### src/rtl/vga_pkg.sv
// vga_pkg: shared constants and types for the 64x64 1-bit frame writer.
//   Image geometry, custom-instruction opcodes, error result, FSM states.
package vga_pkg;

  localparam int IMG_W  = 64;
  localparam int IMG_H  = 64;
  localparam int ADDR_W = 12;  // log2(IMG_W*IMG_H)
  localparam int XY_W   = 6;   // log2(IMG_W)
  localparam int NPIX   = IMG_W * IMG_H;

  typedef enum logic [1:0] {
    OP_PIXEL  = 2'b00,
    OP_FILL   = 2'b01,
    OP_HLINE  = 2'b10,
    OP_STATUS = 2'b11
  } op_e;

  localparam logic [31:0] ERR_RESULT = 32'hFFFF_FFFF;

  typedef enum logic [1:0] {
    S_IDLE,
    S_WRITE,
    S_RUN,
    S_DONE
  } state_e;

endpackage

### src/rtl/vga_frame_writer_if.sv
// vga_frame_writer_if: custom-instruction handshake plus RAM write port.
//   slave  : the frame writer (takes clk_en/start/dataa/datab, drives
//            result/done and the RAM write signals).
//   master : the CPU/bench side.
interface vga_frame_writer_if;
  import vga_pkg::*;

  logic              clk_en;
  logic              start;
  logic [31:0]       dataa;
  logic [31:0]       datab;
  logic [31:0]       result;
  logic              done;
  logic              wr_data;
  logic [ADDR_W-1:0] wr_address;
  logic              wr_en;

  modport slave (
    input  clk_en, start, dataa, datab,
    output result, done, wr_data, wr_address, wr_en
  );

  modport master (
    output clk_en, start, dataa, datab,
    input  result, done, wr_data, wr_address, wr_en
  );
endinterface

### src/rtl/vga_addr_sweeper.sv
// vga_addr_sweeper: loadable start/end address counter.
//   clk, reset   : clock, synchronous active-high reset
//   clk_en       : global hold; nothing moves while low
//   load         : capture start_addr/end_addr
//   advance      : step addr by one (stops once addr reaches the end)
//   addr, last   : current address, addr==end flag
module vga_addr_sweeper
  import vga_pkg::*;
(
  input  logic              clk,
  input  logic              reset,
  input  logic              clk_en,
  input  logic              load,
  input  logic              advance,
  input  logic [ADDR_W-1:0] start_addr,
  input  logic [ADDR_W-1:0] end_addr,
  output logic [ADDR_W-1:0] addr,
  output logic              last
);
  logic [ADDR_W-1:0] end_q;

  always_ff @(posedge clk) begin
    if (reset) begin
      addr  <= '0;
      end_q <= '0;
    end else if (clk_en) begin
      if (load) begin
        addr  <= start_addr;
        end_q <= end_addr;
      end else if (advance && !last) begin
        // Saturate at the end address so a FILL never wraps into a second pass.
        addr <= addr + 1'b1;
      end
    end
  end

  assign last = (addr == end_q);
endmodule

### src/rtl/vga_frame_writer.sv
// vga_frame_writer: Nios II multicycle custom instruction that writes the
// 64x64 1-bit image RAM. Ops: PIXEL, FILL, HLINE, STATUS (write count).
//   clk    : CPU clock, also the RAM write clock
//   reset  : synchronous active-high reset
//   bus    : slave modport (clk_en/start/dataa/datab in,
//            result/done/wr_data/wr_address/wr_en out)
module vga_frame_writer
  import vga_pkg::*;
(
  input  logic               clk,
  input  logic               reset,
  vga_frame_writer_if.slave  bus
);
  state_e            state, nxt;
  logic [31:0]       res_q;
  logic              data_q;
  logic [31:0]       wr_cnt;
  logic [ADDR_W-1:0] sw_start, sw_end, sw_addr;
  logic              sw_last, accept;

  op_e             op;
  logic [XY_W-1:0] x0, y, x1;
  logic            hl_ok;
  logic            unused_bits;

  assign op     = op_e'(bus.dataa[31:30]);
  assign x0     = bus.dataa[5:0];
  assign y      = bus.dataa[11:6];
  assign x1     = bus.dataa[17:12];
  assign hl_ok  = (x1 >= x0);
  assign accept = (state == S_IDLE) && bus.start && bus.clk_en;
  assign unused_bits = &{1'b0, bus.dataa[29:18], bus.datab[31:1]};

  // FILL sweeps the whole RAM; PIXEL is a one-address sweep.
  always_comb begin
    sw_start = {y, x0};
    sw_end   = {y, x1};
    if (op == OP_FILL) begin
      sw_start = '0;
      sw_end   = '1;
    end else if (op == OP_PIXEL) begin
      sw_end   = {y, x0};
    end
  end

  vga_addr_sweeper u_sweep (
    .clk        (clk),
    .reset      (reset),
    .clk_en     (bus.clk_en),
    .load       (accept),
    .advance    (state == S_RUN),
    .start_addr (sw_start),
    .end_addr   (sw_end),
    .addr       (sw_addr),
    .last       (sw_last)
  );

  always_ff @(posedge clk) begin
    if (reset) state <= S_IDLE;
    else       state <= nxt;
  end

  always_comb begin
    nxt = state;
    if (bus.clk_en) begin
      unique case (state)
        S_IDLE: if (bus.start) begin
          unique case (op)
            OP_PIXEL:  nxt = S_WRITE;
            OP_FILL:   nxt = S_RUN;
            OP_HLINE:  nxt = hl_ok ? S_RUN : S_DONE;
            OP_STATUS: nxt = S_DONE;
            default:   nxt = S_IDLE;
          endcase
        end
        S_WRITE: nxt = S_DONE;
        S_RUN:   if (sw_last) nxt = S_DONE;
        S_DONE:  nxt = S_IDLE;
        default: nxt = S_IDLE;
      endcase
    end
  end

  // Result is fixed at accept time; STATUS samples the counter then, which
  // is exact because no writes happen while idle.
  always_ff @(posedge clk) begin
    if (reset) begin
      res_q  <= '0;
      data_q <= 1'b0;
    end else if (accept) begin
      data_q <= bus.datab[0];
      unique case (op)
        OP_PIXEL:  res_q <= 32'({y, x0});
        OP_FILL:   res_q <= 32'(NPIX);
        OP_HLINE:  res_q <= hl_ok ? (32'(x1) - 32'(x0) + 32'd1) : ERR_RESULT;
        OP_STATUS: res_q <= wr_cnt;
        default:   res_q <= '0;
      endcase
    end
  end

  always_ff @(posedge clk) begin
    if (reset)           wr_cnt <= '0;
    else if (bus.wr_en)  wr_cnt <= wr_cnt + 32'd1;
  end

  assign bus.wr_en      = bus.clk_en && ((state == S_WRITE) || (state == S_RUN));
  assign bus.wr_address = sw_addr;
  assign bus.wr_data    = data_q;
  assign bus.done       = bus.clk_en && (state == S_DONE);
  assign bus.result     = bus.done ? res_q : 32'd0;
endmodule

### src/flat_wrapper.sv
// flat-port wrapper written by rule: the top's interface ports become plain ports
module vga_frame_writer_flat import vga_pkg::*;
  (clk, reset, bus_clk_en, bus_start, bus_dataa, bus_datab, bus_result, bus_done, bus_wr_data, bus_wr_address, bus_wr_en);
  vga_frame_writer_if bus_i ();
  input  logic clk;
  input  logic reset;
  input wire logic [$bits(bus_i.clk_en)-1:0] bus_clk_en;
  input wire logic [$bits(bus_i.start)-1:0] bus_start;
  input wire logic [$bits(bus_i.dataa)-1:0] bus_dataa;
  input wire logic [$bits(bus_i.datab)-1:0] bus_datab;
  output wire logic [$bits(bus_i.result)-1:0] bus_result;
  output wire logic [$bits(bus_i.done)-1:0] bus_done;
  output wire logic [$bits(bus_i.wr_data)-1:0] bus_wr_data;
  output wire logic [$bits(bus_i.wr_address)-1:0] bus_wr_address;
  output wire logic [$bits(bus_i.wr_en)-1:0] bus_wr_en;
  assign bus_i.clk_en = bus_clk_en;
  assign bus_i.start = bus_start;
  assign bus_i.dataa = bus_dataa;
  assign bus_i.datab = bus_datab;
  assign bus_result = bus_i.result;
  assign bus_done = bus_i.done;
  assign bus_wr_data = bus_i.wr_data;
  assign bus_wr_address = bus_i.wr_address;
  assign bus_wr_en = bus_i.wr_en;
  vga_frame_writer u_core (.clk(clk), .reset(reset), .bus(bus_i));
endmodule
### config.mk
export PLATFORM = sky130hd
export DESIGN_NAME = vga_frame_writer_flat
export DESIGN_NICKNAME = d
export VERILOG_FILES = /design/src/rtl/vga_pkg.sv /design/src/rtl/vga_frame_writer_if.sv /design/src/rtl/vga_addr_sweeper.sv /design/src/rtl/vga_frame_writer.sv /design/src/flat_wrapper.sv
export SDC_FILE = /design/constraint.sdc
export NUM_CORES = 1
export LEC_CHECK = 0
export CAP_MARGIN = 30
export CORE_MARGIN = 2
export CORE_UTILIZATION = 40
export DETAILED_ROUTE_END_ITERATION = 10
export PLACE_DENSITY = 0.75
export SLEW_MARGIN = 30
export SYNTH_ARGS = -nofsm -noshare
export SYNTH_HDL_FRONTEND = slang
export SYNTH_SLANG_ARGS = --single-unit
### constraint.sdc
create_clock -name clk -period 6.4 [get_ports clk]
set_input_delay 1.6 -clock clk [delete_from_list [all_inputs] [get_ports clk]]
set_output_delay 1.6 -clock clk [all_outputs]
set_load 0.02 [all_outputs]
==> run metrics, run 1 <==
TNS Setup 0 ns; Compound-Gate Fraction of Synth Area roughly 20%; worst reg-to-reg path cell count 8; Placed Area 0.005918 mm2; fin. max-slew vios 0; pre-CTS setup slack 1.375 ns; WHS Endpoint u_core.res_q[16]$_SDFFE_PP0P_; initial antenna violation count 0; Die W 117.5 um; synth top area cells dfxtp_1 (35%), o21ai_0 (6.0%), xor2_1 (5.6%); Tightest Hold Check Type reg -> reg; Slew HR roughly a third; Total Nets Final between 700 and 800; element type at the critical path end primary output; DR iter-0 viols about 480; IO buf count between 70 and 80; unique cell type count in the Yosys netlist 50; Inst Count DP approximately 850; overall routing resource usage a little over a fifth; hold buffers post-CTS 0; GPL Wtd Cong 0.9637; clk_skew 0.007246 ns; DR vias/cell a little under 6; DRT antenna net count 0; cell taking the most area after synthesis dfxtp_1; 1st-pass router iterations 7; Mean Syn Cell Area approximately 7.9 um2; largest net degree at the start of global routing between 60 and 70; Core Area approximately 0.013 mm2; worst-margin pin slew 1.024 ns; final hold slack roughly 0.44 ns; EDFF count, synth 0; XOR/XNOR Fraction of Synth Area a little under a tenth; via count slightly above 5000; main combinational cell family by area after synthesis simple AND/OR/NAND/NOR gates; CTS tree done; Tot Pwr between 1 and 1.5 mW; post-synthesis async set-or-reset flop share 0%; Setup Buffers After CTS 0; I/O pin count between 100 and 150; Finished Layout Cells a little under 900; smallest setup slack after layout 1.352 ns; # setup viols final 0; Critical Path AT ~3.5 ns; Max-Cap Viols 0; hpwl dp between 10000 and 15000 um; Mapped Cells around 650; DRT Wirelength 14780 um; area of the die 0.01380 mm2; FF-to-FF End u_core.wr_cnt[16]$_SDFFE_PP0P_; first-pass GRT wire length 24310 um; ANT cells 0; internal reg-to-reg setup slack 3.65 ns; # fillers 1190; CP required 4.80 ns; simple-gate portion of the synthesized area 24.69%; ratio of cells with drive above 1 in the final layout between 4 and 5%; Seq cells post-synth 91; root buf cell clkbuf_16; yosys warns 0; vias in the first global route 4734; ys flop type dfxtp_1; clock slew at reported path FFs roughly 0.070 ns; reg2reg start u_core.state[1]$_SDFFE_PP0P_; status complete, no violations; final hold vios 0; Synth Area in Adders around 5.2%; Clock Latency Late Sink approximately 0.35 ns; sequential fraction of the synthesis area a little over a third; row cnt 41; synthesized area approximately 0.005 mm2; post-route cell area approximately 0.0062 mm2; critical path class in -> out; Synth top area share 35.38%; min Tclk post-route approximately 5.0 ns; part of the cycle the worst path needs 78.87%; worst hold start u_core.res_q[16]$_SDFFE_PP0P_; top post-synthesis cells by count dfxtp_1 (91), o21ai_0 (62), a21oi_1 (57); Die Y 117.5 um; routed len/inst 16.98 um; # resized after CTS 0; mux cell area share after synthesis less than 1%; Num CTS Buffers 9; drc violations 0; leak pwr approximately 2.4 nW; final core utilization about half; most frequent cell after synthesis dfxtp_1; syn nets 740; Clock Tree Buf Depth 2; RSZ-0062 raised after global routing false; area delta synth->final 20.87%; max frequency 0.1981 GHz; Worst Setup Start Kind input pin; P per Cell Area about 230 mW/mm2; Max rail drop VDD 158.9 uV; crit-path max FO 38; # clock sinks about 90; gr ovfl total 0; Hold Crit Depth 2; htree depth 3; Initial Util 40.97%
state kept, by name, indices dropped and copies added, names as in the netlist:
register,cells
u_core.u_sweep.end_q,12
u_core.wr_cnt,32
u_core.bus.wr_data,1
u_core.state,2
u_core.u_sweep.addr,12
u_core.res_q,32
power by group:
group	internal, mW	switching [mW]
clock network	0.306	0.237
registers	0.600	0.0270
logic	0.106	0.175
critical path, stage by stage:
cell and delay (ns):
clkdlybuf4s50_1 0.45, buf_4 0.28, and2_1 0.41, clkdlybuf4s50_1 0.69
worst max path at each step:
stage	from	end	slack [ns]	cells after the start
after floorplan	bus_dataa[12]	u_core.res_q[12]$_SDFFE_PP0P_	2.46	13
after global placement	bus_clk_en	bus_wr_en	1.41	4
after detailed placement	bus_clk_en	bus_wr_en	1.38	4
after CTS	bus_clk_en	bus_wr_en	1.35	4
after global routing	bus_clk_en	bus_wr_en	1.24	4
final	bus_clk_en	bus_wr_en	1.35	4
final cells by class:
cell class	instances	area (um2)	area share, %
clock inverters	7	76.32	1.226
repair buffers	75	735.7	11.82
clock buffers	9	225.2	3.619
flip-flops and latches	91	1822	29.27
inverters	22	82.58	1.327
well taps	172	215.2	3.458
multi-input cells	494	3067	49.28
cell usage in the layout (no fill, tap or decap), drive strengths merged, types with 5 or more instances in the layout:
cell type | Yosys | final
xnor2 | 20 | 20
and2 | 11 | 11
o211ai | 5 | 5
a211oi | 10 | 10
clkbuf | 36 | 9
nor2 | 52 | 52
nand4 | 11 | 11
a21oi | 58 | 58
clkdlybuf4s50 | 0 | 70
nor3 | 29 | 29
xor2 | 33 | 33
o21ai | 62 | 62
ha | 20 | 20
and4 | 6 | 6
nor4 | 5 | 5
buf | 8 | 5
nand2 | 51 | 51
dfxtp | 91 | 91
inv | 22 | 24
a221oi | 13 | 13
and3 | 40 | 40
nand3 | 24 | 24
kinds of logic after synthesis:
kind of cell             after synthesis
AND/OR/NAND/NOR                      246
buffers and inverters                 66
AO/OA/AOI/OAI                        171
adder cells (fa/ha/maj)               21
flip-flops                            91
multiplexers                           3
XOR/XNOR                              53
per-layer routing:
metal  vias to the layer above  wire [um]  track usage, %
met5                         -          0               0
met4                         0        393           8.735
li1                       2406          -               -
met1                      2370       6486           29.47
met3                        32       1251           3.585
met2                       218       6645           33.19
Note: power is estimated with default switching activity, not from simulation.
==> run 2, diff against run 1 <==
==> constraint.sdc (replaced) <==
create_clock -name clk -period 4.97 [get_ports clk]
set_input_delay 1.2425 -clock clk [delete_from_list [all_inputs] [get_ports clk]]
set_output_delay 1.2425 -clock clk [all_outputs]
set_load 0.02 [all_outputs]
==> run 2 against run 1 <==
Sequential power increased by 29%. Worst setup slack worse by 0.67 ns. Via count fell by 0.22%. Flip-flop and latch count is the same. Clock-buffer cell count rose by 2. Clock skew fell by 0.00063 ns. Final cell count is 0.46% higher. Non-clock buffer count increased by 5. Critical path depth increased by 9. Utilization rose by 0.47 points. Global-route usage is 0.62 points lower. Design area is 0.94% higher. Critical path type is now in -> reg. Critical endpoint is now u_core.res_q[18]$_SDFFE_PP0P_.
==> run metrics, run 2 (same netlist as run 1, synthesis figures left out) <==
area of the die 0.01380 mm2; gr ovfl total 0; smallest setup slack after layout ~0.68 ns; Initial Util between 40% and 50%; # setup viols final 0; Sw Pwr 543.7 uW; area delta synth->final 22.02%; Core Area 0.01257 mm2; Tot Pwr about 1.9 mW; CTS tree done; Critical Path AT between 4 and 5 ns; RSZ-0062 raised after global routing false; Clock Latency Late Sink between 0.3 and 0.4 ns; # resized after CTS 0; root buf cell clkbuf_16; Worst Setup Start Kind input pin; Worst path slowest cell clkdlybuf4s50_1; DR vias/cell 5.738; worst-margin pin slew about 0.88 ns; drc violations 0; CP Cell Sequence clkdlybuf4s50_1 -> ha_1 -> inv_1 -> fa_1 -> a21o_1 -> a21oi_1 -> o21bai_1 -> a21oi_2 -> nand3_1 -> ha_1 -> o21ai_0 -> nand2_1 -> a21oi_1; Finished Layout Cells around 900; initial antenna violation count 0; DRT antenna net count 0; switch share about 28%; worst hold start u_core.res_q[29]$_SDFFE_PP0P_; Setup Buffers After CTS 0; part of the cycle the worst path needs 86.36%; via count roughly 5000; row cnt 41; pre-CTS setup slack ~0.42 ns; overall routing resource usage 20.74%; largest net degree at the start of global routing 42; Clk pwr share slightly below 40%; Max-Cap Viols 0; hold buffers post-CTS 0; sequential power share 42.1%; final hold slack ~0.46 ns; WP buf/inv 2; final hold vios 0; htree depth 3; element type at the critical path end register; largest stage delay on the critical path around 0.55 ns; status complete, no violations; ANT cells 0; internal reg-to-reg setup slack about 2.3 ns; Max rail drop VDD 161.5 uV; Int Pwr ~1.4 mW; ratio of cells with drive above 1 in the final layout around 4.8%; # clock sinks ~90; Crit. Startpoint bus_dataa[0]; hpwl dp approximately 11000 um; DRT Wirelength around 14000 um; Placed Area between 0.005 and 0.006 mm2; Num CTS Buffers 9; crit-path max FO 14; 1st-pass router iterations 5; IO buf count 71; reg2reg start u_core.state[0]$_SDFFE_PP0P_; vias in the first global route approximately 4700; TNS Setup 0 ns; DR iter-0 viols ~440; clk_skew roughly 0.0066 ns; Tightest Hold Check Type reg -> reg; max frequency 0.2330 GHz; CP top delay family compound AO/OA/AOI/OAI gates; post-route cell area between 0.006 and 0.007 mm2; GPL Wtd Cong about 0.96; Die Y between 100 and 150 um; final core utilization between 40% and 50%; CP required 5.25 ns; Die W around 120 um; Largest regs u_core.res_q (32), u_core.wr_cnt (32); commonest non-fill, non-tap cells in the layout dfxtp_1 (91), clkdlybuf4s50_1 (70), o21ai_0 (62); P per Cell Area 305.8 mW/mm2; clock slew at reported path FFs 0.07 ns; leak pwr between 2 and 2.5 nW; Combinational Power Share 18.9%; fin. max-slew vios 0; most common cell after layout, fill and taps aside dfxtp_1; Clock Tree Buf Depth 2; Total Nets Final 787; critical path class in -> reg; I/O pin count 115; Slew HR 41.18%; routed len/inst about 17 um; min Tclk post-route 4.292 ns; first-pass GRT wire length 23520 um; Inst Count DP 859; # fillers roughly 1200
==> run 2: layout make-up <==
type / count / area [um2] / share of cell area (%)
clock buffer: 11 / 252.7 / 4.023
tap: 172 / 215.2 / 3.426
multi-input combinational: 494 / 3063 / 48.76
inverter: 22 / 82.58 / 1.314
sequential: 91 / 1822 / 29.00
timing repair buffer: 80 / 773.2 / 12.31
clock inverter: 4 / 73.82 / 1.175
==> run 2: worst min-delay path: cells and delay by family, from the launching register on <==
kind / cells / cell delay [ns]
AND/OR/NAND/NOR: 1 / 0.05
AO/OA/AOI/OAI: 1 / 0.06
flip-flops: 1 / 0.32
==> run 2: metal layers <==
layer | part of all wire (%) | vias up | track usage [%] | routed length, um
met5 | 0 | - | 0 | 0
met4 | 2.9 | 0 | 8.735 | 418
met3 | 8.2 | 35 | 3.634 | 1193
met2 | 45 | 228 | 32.79 | 6576
met1 | 44 | 2339 | 27.97 | 6309
li1 | - | 2413 | - | -
==> run 2: final timing paths <==
path,depth (start not counted),end
setup reg to reg,6,u_core.u_sweep.addr[9]$_SDFFE_PP0P_
setup / recovery,13,u_core.res_q[18]$_SDFFE_PP0P_
hold reg to reg,2,u_core.res_q[29]$_SDFFE_PP0P_
hold / removal,2,u_core.res_q[29]$_SDFFE_PP0P_
==> run 2: power groups by stage <==
stage               sequential [mW]  clock [mW]  combinational, mW
detailed placement            0.825           0              0.353
global route                  0.814       0.780              0.398
CTS                           0.809       0.754              0.357
finish                        0.809       0.750              0.362
floorplan                     0.823           0              0.235
global placement              0.823           0              0.341
==> run 3, diff against run 2 <==
--- a/config.mk
+++ b/config.mk
@@ -6,6 +6,7 @@
 export NUM_CORES = 1
 export LEC_CHECK = 0
 export CAP_MARGIN = 30
+export CORE_ASPECT_RATIO = 1.25
 export CORE_MARGIN = 2
 export CORE_UTILIZATION = 40
 export DETAILED_ROUTE_END_ITERATION = 10
==> run 3 against run 2 <==
Non-clock buffer count shrank 1. Utilization fell by 0.43 points. Sequential share of layout area grew 0.17 points. Clock power is 7.7% lower. Combinational power about the same. Via count is 1.0% lower. Highest routed layer unchanged.
==> run metrics, run 3 (same netlist as run 1, synthesis figures left out) <==
DR vias/cell ~5.7; Clk pwr share between 30% and 40%; sequential power share 43.4%; reg2reg start u_core.state[1]$_SDFFE_PP0P_; largest net degree at the start of global routing 49; DRT antenna net count 0; via count between 4000 and 5000; most common cell after layout, fill and taps aside dfxtp_1; # setup viols final 0; Die W 105.5 um; WHS Endpoint u_core.res_q[27]$_SDFFE_PP0P_; critical path class in -> reg; GRT met1 Usage between 20% and 30%; Setup Buffers After CTS 0; CTS tree done; Worst Setup Start Kind input pin; ratio of cells with drive above 1 in the final layout under 10%; # resized after CTS 0; htree depth 3; Critical Path AT 4.45 ns; drc violations 0; overall routing resource usage 20.11%; worst-margin pin slew between 0.8 and 0.9 ns; Total Nets Final about 800; clk_skew roughly 0.004 ns; Num CTS Buffers 9; min Tclk post-route 4.261 ns; row cnt 46; root buf cell clkbuf_16; initial antenna violation count 0; Tot Pwr 1.861 mW; hold buffers post-CTS 0; Clock Latency Late Sink about 0.34 ns; Initial Util 40.85%; part of the cycle the worst path needs between 80% and 90%; ANT cells 0; vias in the first global route ~4700; internal reg-to-reg setup slack approximately 2.3 ns; largest stage delay on the critical path roughly 0.58 ns; # clock sinks roughly 90; Max rail drop VDD around 170 uV; leak pwr roughly 2.4 nW; TNS Setup 0 ns; max frequency approximately 0.23 GHz; FF-to-FF End u_core.wr_cnt[16]$_SDFFE_PP0P_; CP Cell Sequence clkdlybuf4s50_1 -> ha_1 -> inv_1 -> fa_1 -> a21o_1 -> a21oi_1 -> o21bai_1 -> a21oi_2 -> nand3_1 -> ha_1 -> nor2b_1 -> o21ai_0 -> a21oi_1; Core Area roughly 0.013 mm2; Die Y around 130 um; Clock Tree Buf Depth 2; GPL Wtd Cong slightly above 1; IO buf count 71; routed len/inst between 15 and 20 um; Top Usage Layer GRT met2; hpwl dp 10270 um; Tightest Hold Check Type reg -> reg; worst reg-to-reg path cell count 8; Combinational Power Share 19.4%; Worst path slowest cell clkdlybuf4s50_1; fin. max-slew vios 0; gr ovfl total 0; # fillers 1161; first-pass GRT wire length 22540 um; area of the die 0.01380 mm2; clock slew at reported path FFs 0.07 ns; worst hold start u_core.res_q[27]$_SDFFE_PP0P_; switch share 29.93%; Sw Pwr between 500 and 600 uW; I/O pin count roughly 120; element type at the critical path end register; status complete, no violations; met2 Use GR 34.38%; DRT Wirelength ~14000 um; 1st-pass router iterations 4; Max-Cap Viols 0; area delta synth->final 21.31%; Hold Crit Depth 2; CP required between 5 and 6 ns; M3 GR Usage ~2.3%; final hold vios 0; Slew HR 46.24%; commonest non-fill, non-tap cells in the layout dfxtp_1 (91), clkdlybuf4s50_1 (70), o21ai_0 (62); RSZ-0062 raised after global routing false; crit-path max FO 14; P per Cell Area a little under 300 mW/mm2; DR iter-0 viols 380; Largest regs u_core.res_q (32), u_core.wr_cnt (32); Int Pwr around 1.3 mW
run 3: cell count changes in the layout (fill, tap and decap cells not counted):
cell / previous run / this run
buf_4: 9 / 8
bufinv_16: 2 / 1
clkbuf_8: 2 / 0
clkinv_2: 1 / 0
clkinvlp_4: 0 / 4
inv_6: 0 / 1
run 3: area by class of cell:
| type | instances | area [um2] | share of cell area, % |
|---|---|---|---|
| multi-input combinational | 494 | 3063 | 49.04 |
| clock inverter | 7 | 77.57 | 1.242 |
| sequential | 91 | 1822 | 29.17 |
| timing repair buffer | 79 | 765.7 | 12.26 |
| clock buffer | 9 | 225.2 | 3.606 |
| inverter | 22 | 82.58 | 1.322 |
| tap | 168 | 210.2 | 3.365 |
run 3: worst max path at each step:
stage | to | slack (ns) | start
2_1_floorplan | u_core.res_q[12]$_SDFFE_PP0P_ | 1.39 | bus_dataa[12]
5_1_grt | u_core.res_q[21]$_SDFFE_PP0P_ | 0.50 | bus_dataa[0]
4_1_cts | u_core.res_q[28]$_SDFFE_PP0P_ | 0.74 | bus_dataa[0]
3_3_place_gp | u_core.res_q[13]$_SDFFE_PP0P_ | 0.56 | bus_dataa[0]
6_report | u_core.res_q[28]$_SDFFE_PP0P_ | 0.71 | bus_dataa[0]
3_5_place_dp | u_core.res_q[8]$_SDFFE_PP0P_ | 0.47 | bus_dataa[0]
run 3: through the flow:
stage / setup WS, ns / cells / hold slack [ns] / cell area (um2) / utilization, %
final: 0.7093 / 870 / 0.4548 / 6246 / 49.55
after detailed placement: 0.4703 / 854 / 0.4426 / 5943 / 47.15
after global routing: 0.5033 / 870 / 0.4930 / 6246 / 49.55
after global placement: 0.5610 / 854 / 0.4354 / 5943 / 47.15
after CTS: 0.7417 / 870 / 0.4582 / 6246 / 49.55
after floorplan: 1.392 / 651 / 0.4072 / 5149 / -
run 3: power by group through the flow:
stage / combinational [mW] / clock [mW] / sequential [mW]
global placement: 0.341 / 0 / 0.822
global route: 0.396 / 0.724 / 0.813
floorplan: 0.235 / 0 / 0.823
detailed placement: 0.351 / 0 / 0.824
CTS: 0.355 / 0.699 / 0.807
finish: 0.361 / 0.692 / 0.808
run 3: metal layers:
| layer | vias to the layer above | share of wire [%] |
|---|---|---|
| met5 | - | 0 |
| met4 | 0 | 3.0 |
| met3 | 27 | 6.4 |
| met2 | 188 | 47 |
| met1 | 2334 | 44 |
| li1 | 2414 | - |
run 3: critical path, delay by kind of cell:
kind / cells / cell delay [ns]
buf+inv: 2 / 0.64
fa+ha+maj: 3 / 0.91
simple gates: 2 / 0.36
compound gates: 6 / 1.28
